### config.mk
export PLATFORM = sky130hd
export DESIGN_NAME = booth_share_ctrl_flat
export DESIGN_NICKNAME = d
export VERILOG_FILES = /design/src/rtl/booth_share_ctrl_if.sv /design/src/rtl/booth_share_ctrl.sv /design/src/flat_wrapper.sv
export SDC_FILE = /design/constraint.sdc
export NUM_CORES = 1
export LEC_CHECK = 0
export ABC_AREA = 1
export CAP_MARGIN = 20
export CORE_MARGIN = 4
export CORE_UTILIZATION = 25
export CTS_CLUSTER_SIZE = 12
export DETAILED_ROUTE_END_ITERATION = 10
export PLACE_DENSITY = 0.45
export SYNTH_ARGS = -nofsm -noshare
export SYNTH_HDL_FRONTEND = slang
export SYNTH_SLANG_ARGS = --single-unit
### constraint.sdc
create_clock -name clk -period 4 [get_ports clk]
set_input_delay 0.4 -clock clk [delete_from_list [all_inputs] [get_ports clk]]
set_output_delay 0.4 -clock clk [all_outputs]
set_load 0.01 [all_outputs]
### src/rtl/booth_share_ctrl_if.sv
// Bus bundle for the shared Booth multiplier: two request/operand/grant
// channels plus the shared status and result signals.
interface booth_share_ctrl_if #(
  parameter int WIDTH = 8
);
  logic               req0;
  logic [WIDTH-1:0]   a0;
  logic [WIDTH-1:0]   b0;
  logic               gnt0;
  logic               req1;
  logic [WIDTH-1:0]   a1;
  logic [WIDTH-1:0]   b1;
  logic               gnt1;
  logic               busy;
  logic               done;
  logic               done_id;
  logic [2*WIDTH-1:0] product;

  // Multiplier side
  modport slave (
    input  req0, a0, b0, req1, a1, b1,
    output gnt0, gnt1, busy, done, done_id, product
  );

  // Requester / environment side
  modport master (
    output req0, a0, b0, req1, a1, b1,
    input  gnt0, gnt1, busy, done, done_id, product
  );
endinterface

### src/rtl/booth_share_ctrl.sv
// Radix-2 Booth multiplier shared by two requesters through a round-robin
// arbiter. One operation takes WIDTH RUN cycles plus one DONE cycle; the
// accumulator is one bit wider than the operands so the most negative
// multiplicand cannot overflow the add/subtract step.
module booth_share_ctrl #(
  parameter int WIDTH = 8
) (
  input  logic              clk,
  input  logic              rst,
  booth_share_ctrl_if.slave bus
);

  localparam int CW = $clog2(WIDTH + 1);

  localparam logic [1:0] S_IDLE = 2'd0;
  localparam logic [1:0] S_RUN  = 2'd1;
  localparam logic [1:0] S_DONE = 2'd2;

  logic [1:0]         state_q,   state_d;
  logic [WIDTH:0]     m_q,       m_d;
  logic [WIDTH:0]     acc_q,     acc_d;
  logic [WIDTH-1:0]   q_q,       q_d;
  logic               q1_q,      q1_d;
  logic [CW-1:0]      cnt_q,     cnt_d;
  logic               owner_q,   owner_d;
  logic               last_q,    last_d;
  logic [2*WIDTH-1:0] prod_q,    prod_d;
  logic               done_q,    done_d;
  logic               done_id_q, done_id_d;

  logic               gnt0_s;
  logic               gnt1_s;
  logic [WIDTH:0]     sum_s;

  // Round-robin grant: only in IDLE and never while reset is asserted
  always_comb begin
    gnt0_s = 1'b0;
    gnt1_s = 1'b0;
    if (!rst && (state_q == S_IDLE)) begin
      if (bus.req0 && bus.req1) begin
        if (last_q) begin
          gnt0_s = 1'b1;
        end else begin
          gnt1_s = 1'b1;
        end
      end else begin
        gnt0_s = bus.req0;
        gnt1_s = bus.req1;
      end
    end else begin
      gnt0_s = 1'b0;
      gnt1_s = 1'b0;
    end
  end

  // Booth recode step: add, subtract or keep the multiplicand
  always_comb begin
    sum_s = acc_q;
    case ({q_q[0], q1_q})
      2'b10:   sum_s = acc_q - m_q;
      2'b01:   sum_s = acc_q + m_q;
      default: sum_s = acc_q;
    endcase
  end

  // Next-state and datapath control
  always_comb begin
    state_d   = state_q;
    m_d       = m_q;
    acc_d     = acc_q;
    q_d       = q_q;
    q1_d      = q1_q;
    cnt_d     = cnt_q;
    owner_d   = owner_q;
    last_d    = last_q;
    prod_d    = prod_q;
    done_d    = 1'b0;
    done_id_d = done_id_q;
    case (state_q)
      S_IDLE: begin
        if (gnt0_s || gnt1_s) begin
          state_d = S_RUN;
          m_d     = gnt1_s ? {bus.a1[WIDTH-1], bus.a1} : {bus.a0[WIDTH-1], bus.a0};
          acc_d   = '0;
          q_d     = gnt1_s ? bus.b1 : bus.b0;
          q1_d    = 1'b0;
          cnt_d   = '0;
          owner_d = gnt1_s;
          last_d  = gnt1_s;
        end else begin
          state_d = S_IDLE;
        end
      end
      S_RUN: begin
        // arithmetic shift of {A,Q,Q_1} after the add/subtract
        acc_d = {sum_s[WIDTH], sum_s[WIDTH:1]};
        q_d   = {sum_s[0], q_q[WIDTH-1:1]};
        q1_d  = q_q[0];
        cnt_d = cnt_q + CW'(1);
        if (cnt_q == CW'(WIDTH - 1)) begin
          // product is captured as DONE is entered so it is visible with done
          state_d   = S_DONE;
          done_d    = 1'b1;
          done_id_d = owner_q;
          prod_d    = {acc_d[WIDTH-1:0], q_d};
        end else begin
          state_d = S_RUN;
        end
      end
      S_DONE: begin
        state_d = S_IDLE;
      end
      default: begin
        state_d = S_IDLE;
      end
    endcase
  end

  // State registers with synchronous reset
  always_ff @(posedge clk) begin
    if (rst) begin
      state_q   <= S_IDLE;
      m_q       <= '0;
      acc_q     <= '0;
      q_q       <= '0;
      q1_q      <= 1'b0;
      cnt_q     <= '0;
      owner_q   <= 1'b0;
      last_q    <= 1'b1;
      prod_q    <= '0;
      done_q    <= 1'b0;
      done_id_q <= 1'b0;
    end else begin
      state_q   <= state_d;
      m_q       <= m_d;
      acc_q     <= acc_d;
      q_q       <= q_d;
      q1_q      <= q1_d;
      cnt_q     <= cnt_d;
      owner_q   <= owner_d;
      last_q    <= last_d;
      prod_q    <= prod_d;
      done_q    <= done_d;
      done_id_q <= done_id_d;
    end
  end

  assign bus.gnt0    = gnt0_s;
  assign bus.gnt1    = gnt1_s;
  assign bus.busy    = (state_q != S_IDLE);
  assign bus.done    = done_q;
  assign bus.done_id = done_id_q;
  assign bus.product = prod_q;

endmodule
### src/flat_wrapper.sv
// flat-port wrapper written by rule: the top's interface ports become plain ports
module booth_share_ctrl_flat 
#(
  parameter int WIDTH = 8
)
  (clk, rst, bus_req0, bus_a0, bus_b0, bus_req1, bus_a1, bus_b1, bus_gnt0, bus_gnt1, bus_busy, bus_done, bus_done_id, bus_product);
  booth_share_ctrl_if #(.WIDTH(WIDTH)) bus_i ();
  input  logic clk;
  input  logic rst;
  input wire logic [$bits(bus_i.req0)-1:0] bus_req0;
  input wire logic [$bits(bus_i.a0)-1:0] bus_a0;
  input wire logic [$bits(bus_i.b0)-1:0] bus_b0;
  input wire logic [$bits(bus_i.req1)-1:0] bus_req1;
  input wire logic [$bits(bus_i.a1)-1:0] bus_a1;
  input wire logic [$bits(bus_i.b1)-1:0] bus_b1;
  output wire logic [$bits(bus_i.gnt0)-1:0] bus_gnt0;
  output wire logic [$bits(bus_i.gnt1)-1:0] bus_gnt1;
  output wire logic [$bits(bus_i.busy)-1:0] bus_busy;
  output wire logic [$bits(bus_i.done)-1:0] bus_done;
  output wire logic [$bits(bus_i.done_id)-1:0] bus_done_id;
  output wire logic [$bits(bus_i.product)-1:0] bus_product;
  assign bus_i.req0 = bus_req0;
  assign bus_i.a0 = bus_a0;
  assign bus_i.b0 = bus_b0;
  assign bus_i.req1 = bus_req1;
  assign bus_i.a1 = bus_a1;
  assign bus_i.b1 = bus_b1;
  assign bus_gnt0 = bus_i.gnt0;
  assign bus_gnt1 = bus_i.gnt1;
  assign bus_busy = bus_i.busy;
  assign bus_done = bus_i.done;
  assign bus_done_id = bus_i.done_id;
  assign bus_product = bus_i.product;
  booth_share_ctrl #(.WIDTH(WIDTH)) u_core (.clk(clk), .rst(rst), .bus(bus_i));
endmodule
==> qor.yml <==
run_status:
  status: "finished clean"
place:
  dpl.cell_count: 562
  postPlaceCellArea_mm2: 0.00335
  dp_slack_ps: 1430
  dpl.hpwl_um: 5640
  gp_congestion: 0.838
  io_buffers: 56
grt:
  grt_pass1_wl_um: 12600
  gr-total-overflow: 0
  gr-usage-all-layers_pct: 12.3
  first_global_vias: 2547
  use_met1_pct: 15.7
  grt_max_degree: 31
  antenna_found_initial: 0
  use_met2_pct: 21.8
  busiest_layer: "met2"
  met3_usage_pct: 1.79
clock_network:
  cts_root_buf: "clkbuf_8"
  ctsLongestPathBuffers: 2
  clk_pin_slew_ps: 90
  htree_levels: 2
  numCtsBuffers: 5
  clock_latency_ps: 310
  ctsHoldBuffers: 0
  cts_setup_buffers: 0
  cts_resized: 0
  clkSinkCount: 51
  cts_tree: "built"
worst_setup_path:
  cp-end-kind: "output pin"
  r2r-start: "u_core.m_q[0]$_SDFFE_PP0P_"
  cpMostUsedCell: "clkdlybuf4s50_1"
  slowest_delay_ps: 580
  critPathMaxFanout: 19
  critical_path.top_delay_family: "buffers and inverters"
  crit_buf_inv: 3
  reg2regPathDepth: 14
  cp_data_required_time_ps: 3600
  path_class: "in2out"
  arrival_ps: 2130
  ff2ff_setup_slack_ps: 1500
  start_kind: "primary input"
  path_cells: "clkdlybuf4s50_1 > a21boi_2 > nand2_4 > inv_4 > clkdlybuf4s50_1"
  crit_slowest_cell: "clkdlybuf4s50_1"
  worstReg2RegEnd: "u_core.bus.product[15]$_SDFFE_PP0P_"
floorplan:
  die_y_um: 112
  dieArea_mm2: 0.0125
  start_util_pct: 25.9
  core.rowCount: 37
  boundaryPins: 57
  design.core.area_mm2: 0.0104
  fp.dieW_um: 112
timing:
  layout_setup_ws_ps: 1470
  setup-violations-final: 0
  hold_slack_ps: 476
  fin_crit_sh_pct: 63.3
  worst_pin_slew_ps: 1000
  skew_ps: 8.58
  fin_tns_setup_ps: 0
  final_max_slew_viol_count: 0
  hold_viol: 0
  rsz0062_at_grt: "false"
  clock.fmax_mhz: 395
  slew_headroom_pct: 33.2
  fin_crit_ps: 2530
power_and_ir_drop:
  power.density_mw_per_mm2: 360
  total_power_mw: 1.25
  peakVddDrop_v: 0.000140
  power_leakage_nw: 1.48
yosys:
  synth_fp_nets: 432
  synth_top_area_cell: "dfxtp_1"
  synthFlopType: "dfxtp_1"
  synth-seq-area-share_pct: 38.1
  synth_area_leaders: "dfxtp_1 38%, nand2_1 18%, nand3_1 5.6%"
  yosys_warnings: 0
  syn_inst: 384
  synth_cell_types: 35
  async_flop_share_pct: 0
  ys_ff_latch: 51
  postSynthAreaPerCell_um2: 6.99
  synth_edf_count: 0
  syn_area_mm2: 0.00268
  synth_top_cell_area_share_pct: 38.1
cells_and_area:
  utilization_pct: 33.4
  stdcell_area_mm2: 0.00346
  diodes: 0
  drive_gt1_share_pct: 5.30
  layout_commonest_cell: "nand2_1"
  final_cell_mix: "130 x nand2_1, 56 x clkdlybuf4s50_1, 51 x dfxtp_1"
  instances_no_fill: 570
  syn_to_final_growth_pct: 29.2
  nets: 481
min_path:
  worstHoldStart: "u_core.bus.product[11]$_SDFFE_PP0P_"
  hold_path_end: "u_core.bus.product[11]$_SDFFE_PP0P_"
  min_path_cells: 2
  min_path_type: "reg2reg"
detailed_routing:
  firstDrtPassIters: 5
  vias: 2583
  drc: 0
  wire_per_inst_um: 13.1
  vias_per_cell: 4.53
  drtIter0Drc: 78
  ant_nets: 0
  drt-total-wl_um: 7490
job:
  maxCapViolCount: 0
-- final cells by class --
cell class	instances	area (µm²)
inverters	28	108
repair buffers	58	576
well taps	136	170
fillers	1141	6910
clock buffers	6	82.6
clock inverters	2	35.0
flip-flops and latches	51	1020
multi-input cells	289	1470
-- cell families after synthesis --
| logic type | Yosys count | synth area share [%] |
|---|---|---|
| fa+ha+maj | 12 | 5.88 |
| flops | 51 | 38.1 |
| buf+inv | 44 | 7.04 |
| simple gates | 192 | 29.7 |
| compound gates | 78 | 17.0 |
| xor+xnor | 7 | 2.29 |
-- power by group --
part | internal (mW) | total, mW | switching, mW | leakage, nW
sequential | 0.533 | 0.556 | 0.0230 | 0.415
clock | 0.203 | 0.377 | 0.175 | 0.0612
combinational | 0.130 | 0.316 | 0.186 | 1.01
-- metal layers --
layer,up-vias,wire length (µm)
met5,-,0
met4,0,74
met3,5,344
met2,58,3720
met1,1158,3350
li1,1362,-
-- sequential cells by signal, indices dropped and copies added, names as in the netlist --
register,flops
u_core.owner_q,1
u_core.state_q,2
u_core.last_q,1
u_core.q_q,8
u_core.cnt_q,4
u_core.m_q,8
u_core.bus.product,16
u_core.bus.done_id,1
u_core.bus.done,1
u_core.q1_q,1
u_core.acc_q,8
-- cell usage after synthesis (all sizes together), types with 2 or more instances --
cell type / number
xnor2: 3
ha: 11
clkbuf: 8
o31ai: 2
dfxtp: 51
nand2: 133
o211ai: 10
o21ai: 25
nor2: 22
a21oi: 28
nand4: 3
buf: 8
nand3: 30
or2: 2
inv: 28
xor2: 4
a31oi: 9
-- worst min-delay path: stages (launching register included) --
cell and delay (ps):
dfxtp_1 320, nand3_1 70, nand2_1 50
-- worst max path at each step --
stage          depth (start not counted)                                   to                  startpoint  slack, ps
6_report                               5                             bus_gnt1                    bus_req1       1470
5_1_grt                               16  u_core.bus.product[15]$_SDFFE_PP0P_  u_core.m_q[0]$_SDFFE_PP0P_       1150
4_1_cts                                5                             bus_gnt1                    bus_req1       1430
3_5_place_dp                           5                             bus_gnt1                    bus_req1       1430
3_3_place_gp                           5                             bus_gnt1                         rst       1450
2_1_floorplan                         14         u_core.acc_q[4]$_SDFFE_PP0P_  u_core.q_q[0]$_SDFFE_PP0P_       1860
Power figures use the tool's default switching activity.
